## config.mk

```make
export PLATFORM = sky130hd
export DESIGN_NAME = fault_monitor
export DESIGN_NICKNAME = d
export VERILOG_FILES = /design/src/rtl/fault_pkg.sv /design/src/rtl/fault_check_lane.sv /design/src/rtl/fault_monitor.sv
export SDC_FILE = /design/constraint.sdc
export NUM_CORES = 1
export LEC_CHECK = 0
export ABC_CLOCK_PERIOD_IN_PS = 1850
export CAP_MARGIN = 25
export CELL_PAD_IN_SITES_DETAIL_PLACEMENT = 0
export CELL_PAD_IN_SITES_GLOBAL_PLACEMENT = 1
export CORE_MARGIN = 5
export CORE_UTILIZATION = 37
export CTS_BUF_LIST = sky130_fd_sc_hd__clkbuf_8
export CTS_CLUSTER_DIAMETER = 60
export DETAILED_ROUTE_END_ITERATION = 8
export MAX_ROUTING_LAYER = met4
export PLACE_DENSITY = 0.82
export SLEW_MARGIN = 20
export SYNTH_ARGS = -nofsm -noshare
export SYNTH_HDL_FRONTEND = slang
export SYNTH_SLANG_ARGS = --single-unit
```

## constraint.sdc

```tcl
create_clock -name clk -period 1.85 [get_ports clk]
set_input_delay 0.2775 -clock clk [delete_from_list [all_inputs] [get_ports clk]]
set_output_delay 0.2775 -clock clk [all_outputs]
set_load 0.005 [all_outputs]
```

## src/rtl/fault_pkg.sv

```systemverilog
// Shared definitions for the fault monitor: the legal opcode set, the bit
// positions of the fault-type mask and the supervisor FSM state encoding.
package fault_pkg;

  // Opcodes the decoder is allowed to produce
  localparam logic [6:0] OP_R_TYPE = 7'b0110011;
  localparam logic [6:0] OP_I_TYPE = 7'b0010011;
  localparam logic [6:0] OP_LOAD   = 7'b0000011;
  localparam logic [6:0] OP_STORE  = 7'b0100011;
  localparam logic [6:0] OP_BRANCH = 7'b1100011;
  localparam logic [6:0] OP_JAL    = 7'b1101111;
  localparam logic [6:0] OP_JALR   = 7'b1100111;
  localparam logic [6:0] OP_LUI    = 7'b0110111;
  localparam logic [6:0] OP_AUIPC  = 7'b0010111;
  localparam logic [6:0] OP_SYSTEM = 7'b1110011;

  // Fault-type mask layout
  localparam int FT_W        = 3;
  localparam int FT_BAD_OP   = 0;
  localparam int FT_ILL_CTRL = 1;
  localparam int FT_MISMATCH = 2;

  typedef enum logic [1:0] {
    ST_OK      = 2'd0,
    ST_SUSPECT = 2'd1,
    ST_FAULT   = 2'd2,
    ST_RECOVER = 2'd3
  } state_t;

  function automatic logic is_known_opcode(input logic [6:0] op);
    logic known;
    case (op)
      OP_R_TYPE, OP_I_TYPE, OP_LOAD, OP_STORE, OP_BRANCH,
      OP_JAL, OP_JALR, OP_LUI, OP_AUIPC, OP_SYSTEM: known = 1'b1;
      default:                                      known = 1'b0;
    endcase
    return known;
  endfunction

endpackage

```

## src/rtl/fault_check_lane.sv

```systemverilog
// Per-lane combinational sanity check of one decoder control bundle:
// flags an opcode outside the legal set and memory controls that contradict
// the opcode (or each other).
module fault_check_lane
  import fault_pkg::*;
(
  input  logic [6:0] i_opcode,
  input  logic       i_mem_read,
  input  logic       i_mem_write,
  output logic       o_bad_opcode,
  output logic       o_illegal_ctrl
);

  assign o_bad_opcode   = !is_known_opcode(i_opcode);
  assign o_illegal_ctrl = (i_mem_read && i_mem_write)
                        || (i_mem_read  && (i_opcode != OP_LOAD))
                        || (i_mem_write && (i_opcode != OP_STORE));

endmodule

```

## src/rtl/fault_monitor.sv

```systemverilog
// Fault monitor for redundant decoder lanes. Raw per-cycle checks are
// registered once, then a persistence FSM filters transients, latches the
// fault type/lane of the run that caused the fault and pulses a recovery
// request. A saturating counter tallies every raw-faulty valid cycle.
module fault_monitor
  import fault_pkg::*;
#(
  parameter int NUM_CH    = 2,
  parameter int PERSIST   = 2,
  parameter int RECOV_CYC = 4,
  parameter int CNT_W     = 8
) (
  input  logic                  clk,
  input  logic                  rst_n,
  input  logic                  valid_i,
  input  logic [7*NUM_CH-1:0]   opcode_i,
  input  logic [NUM_CH-1:0]     reg_write_i,
  input  logic [NUM_CH-1:0]     mem_read_i,
  input  logic [NUM_CH-1:0]     mem_write_i,
  input  logic                  clear_i,
  output logic                  fault_detected_o,
  output logic [FT_W-1:0]       fault_code_o,
  output logic [1:0]            fault_lane_o,
  output logic [CNT_W-1:0]      fault_count_o,
  output logic [1:0]            state_o,
  output logic                  recover_req_o
);

  localparam int RUN_W = $clog2(PERSIST + 1);
  localparam int REC_W = $clog2(RECOV_CYC + 1);
  localparam logic [RUN_W-1:0] PERSIST_V = RUN_W'(PERSIST);
  localparam logic [REC_W-1:0] RECOV_V   = REC_W'(RECOV_CYC);

  // Per-lane check results
  logic [NUM_CH-1:0] w_bad;
  logic [NUM_CH-1:0] w_ill;
  logic [NUM_CH-1:0] w_hit;
  logic [NUM_CH-1:0] w_mis;
  logic [1:0]        w_chk_lane;
  logic [1:0]        w_mis_lane;
  logic [FT_W-1:0]   w_raw_code;
  logic [1:0]        w_raw_lane;

  // Registered raw stage
  logic [FT_W-1:0]   r_raw_code;
  logic [1:0]        r_raw_lane;
  logic              r_valid_q;
  logic              w_raw_fault;

  // Supervisor state
  state_t            r_state;
  logic [RUN_W-1:0]  r_run;
  logic [REC_W-1:0]  r_clean_run;
  logic [RUN_W-1:0]  w_run_next;
  logic [REC_W-1:0]  w_clean_next;
  logic [FT_W-1:0]   r_first_code;
  logic [1:0]        r_first_lane;
  logic [FT_W-1:0]   r_code;
  logic [1:0]        r_lane;
  logic              r_recover_req;
  logic [CNT_W-1:0]  r_count;

  for (genvar g = 0; g < NUM_CH; g++) begin : g_lane
    fault_check_lane u_check (
      .i_opcode       (opcode_i[7*g +: 7]),
      .i_mem_read     (mem_read_i[g]),
      .i_mem_write    (mem_write_i[g]),
      .o_bad_opcode   (w_bad[g]),
      .o_illegal_ctrl (w_ill[g])
    );
  end

  assign w_hit = w_bad | w_ill;

  // Cross-lane compare and lane priority encode; lowest offending lane wins
  // NOTE: every output of this block gets a default first so no path leaves it unassigned, which would infer a latch.
  always_comb begin
    w_mis      = '0;
    w_mis_lane = '0;
    w_chk_lane = '0;
    w_raw_code = '0;
    w_raw_lane = '0;
    for (int k = NUM_CH - 1; k >= 1; k--) begin
      if ({opcode_i[7*k +: 7], reg_write_i[k], mem_read_i[k], mem_write_i[k]} !=
          {opcode_i[6:0], reg_write_i[0], mem_read_i[0], mem_write_i[0]}) begin
        w_mis[k]   = 1'b1;
        w_mis_lane = 2'(k);
      end
    end
    for (int k = NUM_CH - 1; k >= 0; k--) begin
      if (w_hit[k]) w_chk_lane = 2'(k);
    end
    if (valid_i) begin
      w_raw_code[FT_BAD_OP]   = |w_bad;
      w_raw_code[FT_ILL_CTRL] = |w_ill;
      w_raw_code[FT_MISMATCH] = |w_mis;
      w_raw_lane              = (|w_hit) ? w_chk_lane : w_mis_lane;
    end
  end

  // Register the raw check once; the FSM works from this stage
  // NOTE: sequential state uses non-blocking assignments so every register samples pre-edge values.
  always_ff @(posedge clk) begin
    if (!rst_n) begin
      r_raw_code <= '0;
      r_raw_lane <= '0;
      r_valid_q  <= 1'b0;
    end else begin
      r_raw_code <= w_raw_code;
      r_raw_lane <= w_raw_lane;
      r_valid_q  <= valid_i;
    end
  end

  // Raw code is already gated by valid, so any set bit is a faulty valid cycle
  assign w_raw_fault  = |r_raw_code;
  assign w_run_next   = r_run + RUN_W'(1);
  assign w_clean_next = r_clean_run + REC_W'(1);

  // Saturating fault-event counter; clear takes effect before this cycle's count
  always_ff @(posedge clk) begin
    if (!rst_n) begin
      r_count <= '0;
    end else if (clear_i) begin
      r_count <= CNT_W'(w_raw_fault);
    end else if (w_raw_fault && (r_count != {CNT_W{1'b1}})) begin
      r_count <= r_count + CNT_W'(1);
    end
  end

  // Persistence / recovery FSM with sticky fault latch and recovery pulse
  always_ff @(posedge clk) begin
    if (!rst_n) begin
      r_state       <= ST_OK;
      r_run         <= '0;
      r_clean_run   <= '0;
      r_first_code  <= '0;
      r_first_lane  <= '0;
      r_code        <= '0;
      r_lane        <= '0;
      r_recover_req <= 1'b0;
    end else begin
      r_recover_req <= 1'b0;
      case (r_state)
        ST_OK: begin
          if (w_raw_fault) begin
            r_run        <= RUN_W'(1);
            r_first_code <= r_raw_code;
            r_first_lane <= r_raw_lane;
            if (PERSIST == 1) begin
              r_state       <= ST_FAULT;
              r_recover_req <= 1'b1;
              r_code        <= r_raw_code;
              r_lane        <= r_raw_lane;
            end else begin
              r_state <= ST_SUSPECT;
            end
          end
        end
        ST_SUSPECT: begin
          if (r_valid_q) begin
            if (w_raw_fault) begin
              r_run <= w_run_next;
              if (w_run_next >= PERSIST_V) begin
                r_state       <= ST_FAULT;
                r_recover_req <= 1'b1;
                r_code        <= r_first_code;
                r_lane        <= r_first_lane;
              end
            end else begin
              r_state <= ST_OK;
              r_run   <= '0;
            end
          end
        end
        ST_FAULT: begin
          if (clear_i) begin
            r_state     <= ST_RECOVER;
            r_clean_run <= '0;
          end
        end
        ST_RECOVER: begin
          if (r_valid_q) begin
            if (w_raw_fault) begin
              // No persistence filter while recovering
              r_state       <= ST_FAULT;
              r_recover_req <= 1'b1;
              r_code        <= r_raw_code;
              r_lane        <= r_raw_lane;
            end else begin
              r_clean_run <= w_clean_next;
              if (w_clean_next >= RECOV_V) begin
                r_state <= ST_OK;
                r_run   <= '0;
                r_code  <= '0;
                r_lane  <= '0;
              end
            end
          end
        end
        default: r_state <= ST_OK;
      endcase
    end
  end

  assign fault_detected_o = (r_state == ST_FAULT);
  assign fault_code_o     = r_code;
  assign fault_lane_o     = r_lane;
  assign fault_count_o    = r_count;
  assign state_o          = r_state;
  assign recover_req_o    = r_recover_req;

endmodule

```

### Yosys cells after proc, flatten, opt, wreduce, memory -nomap -nowiden

Cells that the tools add are included.

| storage, ports and cells | value |
|---|---|
| bits in registers | 32 |
| bits in latches | 0 |
| memory bits (writable) | 0 |
| bits in read-only memories | 0 |
| input bits | 24 |
| output and inout bits | 17 |
| logic and storage cells | 136 |
| memories | 0 |

| operators by class | value |
|---|---|
| $add $sub $neg | 3 |
| multipliers | 0 |
| divide/modulo/power cells | 0 |
| $lt $le $gt $ge | 2 |
| eq/ne operators | 39 |
| shifts and indexed selects | 0 |
| mux-type cells | 46 |
| bitwise operators | 2 |
| reductions and logical operators | 31 |

Operators by type and width:

| cell | count |
|---|---|
| 7-bit equality test, second input constant | 8 |
| 7-bit by 6-bit equality test with 1-bit output, second input constant | 6 |
| 2-bit 2-to-1 mux | 19 |
| 7-bit by 5-bit equality test with 1-bit output, second input constant | 4 |
| 3-bit 2-to-1 mux | 9 |
| 10-bit OR reduction | 2 |
| 6-bit AND reduction | 3 |
| 2-bit != test, second input constant | 8 |
| 7-bit by 2-bit equality test with 1-bit output, second input constant | 2 |
| 7-bit by 2-bit != test with 1-bit output, second input constant | 2 |
| 7-bit by 6-bit != test with 1-bit output, second input constant | 2 |
| 1-bit 2-to-1 mux | 12 |
| 3-bit one-hot mux with 2 select lines | 2 |
| 10-bit != test | 1 |
| 8-bit by 1-bit adder with 8-bit output, second input constant | 1 |
| 8-bit != test, second input constant | 1 |
| 2-bit one-hot mux with 4 select lines | 1 |
| 2-bit OR reduction | 4 |
| 1-bit logical AND | 7 |
| 3-bit != test, second input constant | 2 |
| 2-bit one-hot mux with 3 select lines | 1 |
| 2-bit nonzero test | 3 |
| 2-bit equality test, second input constant | 2 |
| 1-bit logical OR | 4 |
| other kinds (15) | 17 |

### Logic depth before layout (Yosys ltp)

| logic depth | value |
|---|---|
| depth in word-level cells | 8 |
| mapped depth | 5 |
| depth with buffers taken out | 5 |

### Cells and area by module

From an unflattened synthesis, not the netlist that was laid out.

| second synthesis, totals | value |
|---|---|
| cell total of the unflattened synthesis | 196 |
| area total of the unflattened synthesis | 1635.3 um^2 |

Modules (own cells, without submodules):

| module | times used | cells an instance | area an instance (um^2) | seq. area each (um^2) |
|---|---|---|---|---|
| fault_monitor | 1 | 174 | 1477.7 | 580.6 |
| fault_check_lane | 2 | 11 | 78.8 | 0.0 |

### Worst setup path after synthesis

Ideal clock, no wire load.

| timing path | value |
|---|---|
| path kind | register -> register |
| start | register r_count[0] (netlist: fault_count_o[0]) |
| end | register r_count[5] (netlist: fault_count_o[5]) |
| setup time | 121 ps |
| arrival time | 1423 ps |
| data required time | 1729 ps |
| setup slack | 306 ps |
| cell stages (with the launch flop) | 6 |
| path buffers | 0 |
| clock period less this slack | 1544 ps |
| cell sequence | dfxtp_1 > ha_1 > and2_1 > a2111oi_0 > xnor2_1 > nor2_1 |

| between the ends | value |
|---|---|
| cells in the longest elaborated chain, start to end | 2 |
| elaborated cells between the ends (all ways) | 3 |
| those cells by class | add/sub: 1; eq/ne: 1; reduce/logical: 1 |

Ends and longest elaborated chain:

| item | line | source |
|---|---|---|
| start: declaration | fault_monitor.sv:61 | `logic [CNT_W-1:0] r_count;` |
| start signal: assignment | fault_monitor.sv:125 | `r_count <= CNT_W'(w_raw_fault);` |
| start signal: assignment | fault_monitor.sv:127 | `r_count <= r_count + CNT_W'(1);` |
| parallel branches: the longest is 2 deep, another holds 8-bit by 1-bit adder with 8-bit output | n/a |  |

Parallel ways; which one is timed is not known.
A chain may end at the register's enable or synchronous reset.

### Final worst setup path

| timing path | value |
|---|---|
| start | register r_state[0] (netlist: state_o[0]) |
| end | output state_o[0] |

RTL lines:

| item | line | source |
|---|---|---|
| start: declaration | fault_monitor.sv:51 | `state_t r_state;` |
| start signal: assignment | fault_monitor.sv:134 | `r_state <= ST_OK;` |
| start signal: assignment | fault_monitor.sv:151 | `r_state <= ST_FAULT;` |
| start signal: assignment | fault_monitor.sv:156 | `r_state <= ST_SUSPECT;` |
| end: declaration | fault_monitor.sv:25 | `output logic [1:0] state_o,` |

No word-level cell between the ends.

==> metrics.csv <==
stage,metric,value,unit
die,die width,76.38,um
worst_setup_path,Worst path top cell family by delay,flip-flops,
clock_network,Clock Pin Slew Worst Setup and Hold Paths,0.07,ns
min_path,HP Class,reg2reg,
yosys,"Seq/Total Area, Yosys",0.3561,
detailed_routing,post-DR vias/cell,5.260,
sta,final setup TNS,0,ns
clock_network,number of buffers created by CTS,5,
yosys,Mapped Nets,221,
finish,fraction of layout cells with a size suffix above 1,0.08197,
yosys,Mean Syn Cell Area,8.361,um^2
worst_setup_path,WS Path Type,reg2out,
sta,Finish-stage setup viols,0,
clock_network,# clock sinks,29,
place,Placer Congestion,0.8506,
yosys,Synth top area share,0.3561,
clock_network,Post-CTS Hold Fix Bufs,0,
worst_setup_path,Critical Path Start,state_o[0]$_SDFFE_PN0P_,
power,Peak VDD IR,0.0003114,V
yosys,largest area contributor in the netlist,dfxtp_1,
flow_run,max-capacitance violation count,0,
detailed_routing,Routed WL per cell,12.85,um
finish,filler cell count,421,
yosys,"EDFF count, synth",0,
yosys,"Top FF cell, synth",dfxtp_1,
clock_network,CTS tree,yes,
grt,first-pass GRT wire length,6.417,mm
sta,worst rel slew slack,0.6619,
die,site row count,24,
worst_setup_path,crit start category,register,
detailed_routing,Residual DRC,0,
detailed_routing,DR iter-0 viols,135,
yosys,Yosys reg bits,29,
yosys,most common cell in the netlist,dfxtp_1,
finish,final instance area,0.002225,mm^2
finish,area grow syn2layout,36.45,%
die,Core Area,0.004324,mm^2
yosys,Synth top cells by count,"dfxtp_1, nand2_1, nor2_1, o21ai_0, xnor2_1",
die,die area,0.005834,mm^2
die,DIE HEIGHT,76.38,um
min_path,min-delay src,fault_code_o[0]$_SDFFE_PN0P_,
min_path,WHS Path Cells,2,
finish,multi-input logic area,0.001001,mm^2
finish,Final #Nets,269,
sta,clk_skew,0.01132,ns
sta,Tmin final,1.757,ns
worst_setup_path,"Buf+Inv Stages, Crit Path",1,
yosys,Post-Syn Instances,195,
clock_network,Longest Clk Path Bufs,2,
grt,GRT Total Usage,0.1356,
sta,final worst path period share,0.9495,
sta,FMAX,569.3,MHz
worst_setup_path,RR Startpoint,fault_count_o[0]$_SDFFE_PN0P_,
finish,# diodes,0,
yosys,Netlist cell types,49,
worst_setup_path,crit path DAT,1.48,ns
sta,worst slew pin tran,0.4944,ns
sta,final hold violation count,0,
worst_setup_path,Reg-to-Reg End,fault_count_o[5]$_SDFFE_PP0P_,
sta,Final Worst Setup Slack,0.09336,ns
min_path,worst hold endpoint,fault_code_o[0]$_SDFFE_PN0P_,
yosys,mapped cell area,0.001630,mm^2
place,Port Buffers,39,
worst_setup_path,CP Cell Sequence,clkdlybuf4s50_1,
worst_setup_path,r2r setup slk,0.19,ns
detailed_routing,DRT Wirelength,3.805,mm
worst_setup_path,"Max FO, Critical Path",16,
place,Placed Area,0.002122,mm^2
clock_network,clk_lat worst skew,0.28,ns
power,Pwr per Cell Area,671.7,mW/mm^2
sta,unrepaired setup endpoints after global routing,no,
grt,vias in the first global route,1424,
yosys,Synth async-reset ratio,0,
finish,area occupied by registers,580.6,um^2
grt,residual overflow from global routing,0,
worst_setup_path,CP max stage delay,0.61,ns
die,I/O Pins,41,
yosys,Synth area leaders,"dfxtp_1, xnor2_1, o21ai_0, nand2_1, mux2i_1",
worst_setup_path,crit path max-delay cell type,dfxtp_1,
detailed_routing,Initial DRT Pass Iterations,4,
sta,Final Max Tran Viols,0,
clock_network,Root Driver,clkbuf_8,
status,status,completed,
place,DPL Wire Length,2.942,mm
worst_setup_path,CP required,1.57,ns
worst_setup_path,Worst Reg2Reg Path Length in Cells,5,
detailed_routing,via count,1557,
die,Initial Utilization,0.3770,
power,Leak,0.8210,nW
clock_network,htree depth,2,
grt,largest net degree at the start of global routing,17,
grt,initial antenna violation count,0,
detailed_routing,Post-DRT Antenna Nets,0,
place,Setup WS pre-CTS,0.1154,ns
worst_setup_path,Critical Path Sink Type,output port,
yosys,synth warn,0,
placed cells by master, fill, tap and decap left out, types with 2 or more instances in the layout:
| cell | count |
|---|---|
| xor2_1 | 3 |
| buf_4 | 9 |
| nor3_1 | 2 |
| and2_1 | 4 |
| nand3_1 | 7 |
| a21o_1 | 2 |
| nor2_1 | 15 |
| a22oi_1 | 3 |
| o21ai_0 | 13 |
| o2111ai_1 | 2 |
| and4b_1 | 2 |
| or4_1 | 2 |
| inv_1 | 5 |
| nand4_1 | 3 |
| xnor2_1 | 13 |
| nand2_1 | 17 |
| o21a_1 | 2 |
| a21oi_1 | 8 |
| o211ai_1 | 6 |
| clkbuf_8 | 7 |
| nor3b_1 | 2 |
| nor2b_1 | 8 |
| nor4_1 | 2 |
| a31oi_1 | 3 |
| clkdlybuf4s50_1 | 39 |
| dfxtp_1 | 29 |
| ha_1 | 2 |
| mux2i_1 | 6 |
| nand2b_1 | 6 |
timing repair:
action / 4_1_cts / 5_1_grt
setup buffers: 0 / 0
setup endpoints to repair: 0 / 1
gates resized for setup: 0 / 1
stage by stage:
stage,hold WS [ns],std cells,power (W),utilization
2_1_floorplan,0.4262,195,0.0008067,-
3_3_place_gp,0.4492,288,0.0009362,0.4907
3_5_place_dp,0.4527,288,0.0009360,0.4907
4_1_cts,0.4677,296,0.001516,0.5142
5_1_grt,0.4868,296,0.001568,0.5145
6_report,0.4612,296,0.001494,0.5145
flip-flops by register name, indices dropped and copies added, names as in the netlist, named ones only:
register and flops:
fault_code_o 3, fault_count_o 8, fault_lane_o 1, r_clean_run 3, r_first_code 3, r_first_lane 1
r_raw_code 3, r_raw_lane 1, r_run 2, r_valid_q 1, recover_req_o 1, state_o 1
report_power, final:
part | internal [W] | switching, W
logic | 0.000136 | 0.000118
clock network | 0.000336 | 0.000235
registers | 0.000644 | 0.0000253
area by class of cell:
class,count,area share
Timing Repair Buffer,48,0.2058
Clock buffer,7,0.04331
Sequential cell,29,0.2610
Clock inverter,1,0.002250
Multi-Input combinational cell,154,0.4499
Tap cell,52,0.02925
Inverter,5,0.008436
how the worst max path moves through the flow:
stage	endpoint	depth (start not counted)
2_1_floorplan	fault_count_o[5]$_SDFFE_PP0P_	5
3_3_place_gp	r_raw_lane[0]$_SDFF_PN0_	5
3_5_place_dp	r_raw_lane[0]$_SDFF_PN0_	4
4_1_cts	state_o[0]	1
5_1_grt	state_o[0]	1
6_report	state_o[0]	1
layer usage:
layer	track usage	share of wire	wire length, um	vias to the layer above
met5	-	0	0	-
met4	0.05944	0.016	59	0
met3	0.03546	0.060	230	5
met2	0.1935	0.43	1631	48
met1	0.1793	0.49	1883	699
li1	-	-	-	805
cells by family (layout without fill, tap and decap cells):
kind of cell,Yosys count,after routing,share of synthesized area
and+or+nand+nor,77,77,0.2548
AOI/OAI and AO/OA,51,51,0.2111
DFF,29,29,0.3561
xor gates and xnor gates,16,16,0.08596
buffers and inverters,12,61,0.03070
muxes,7,7,0.04375
adders and majority gates,2,2,0.01535
other,1,1,0.002300
No activity file was read; power rests on OpenSTA's default activity.
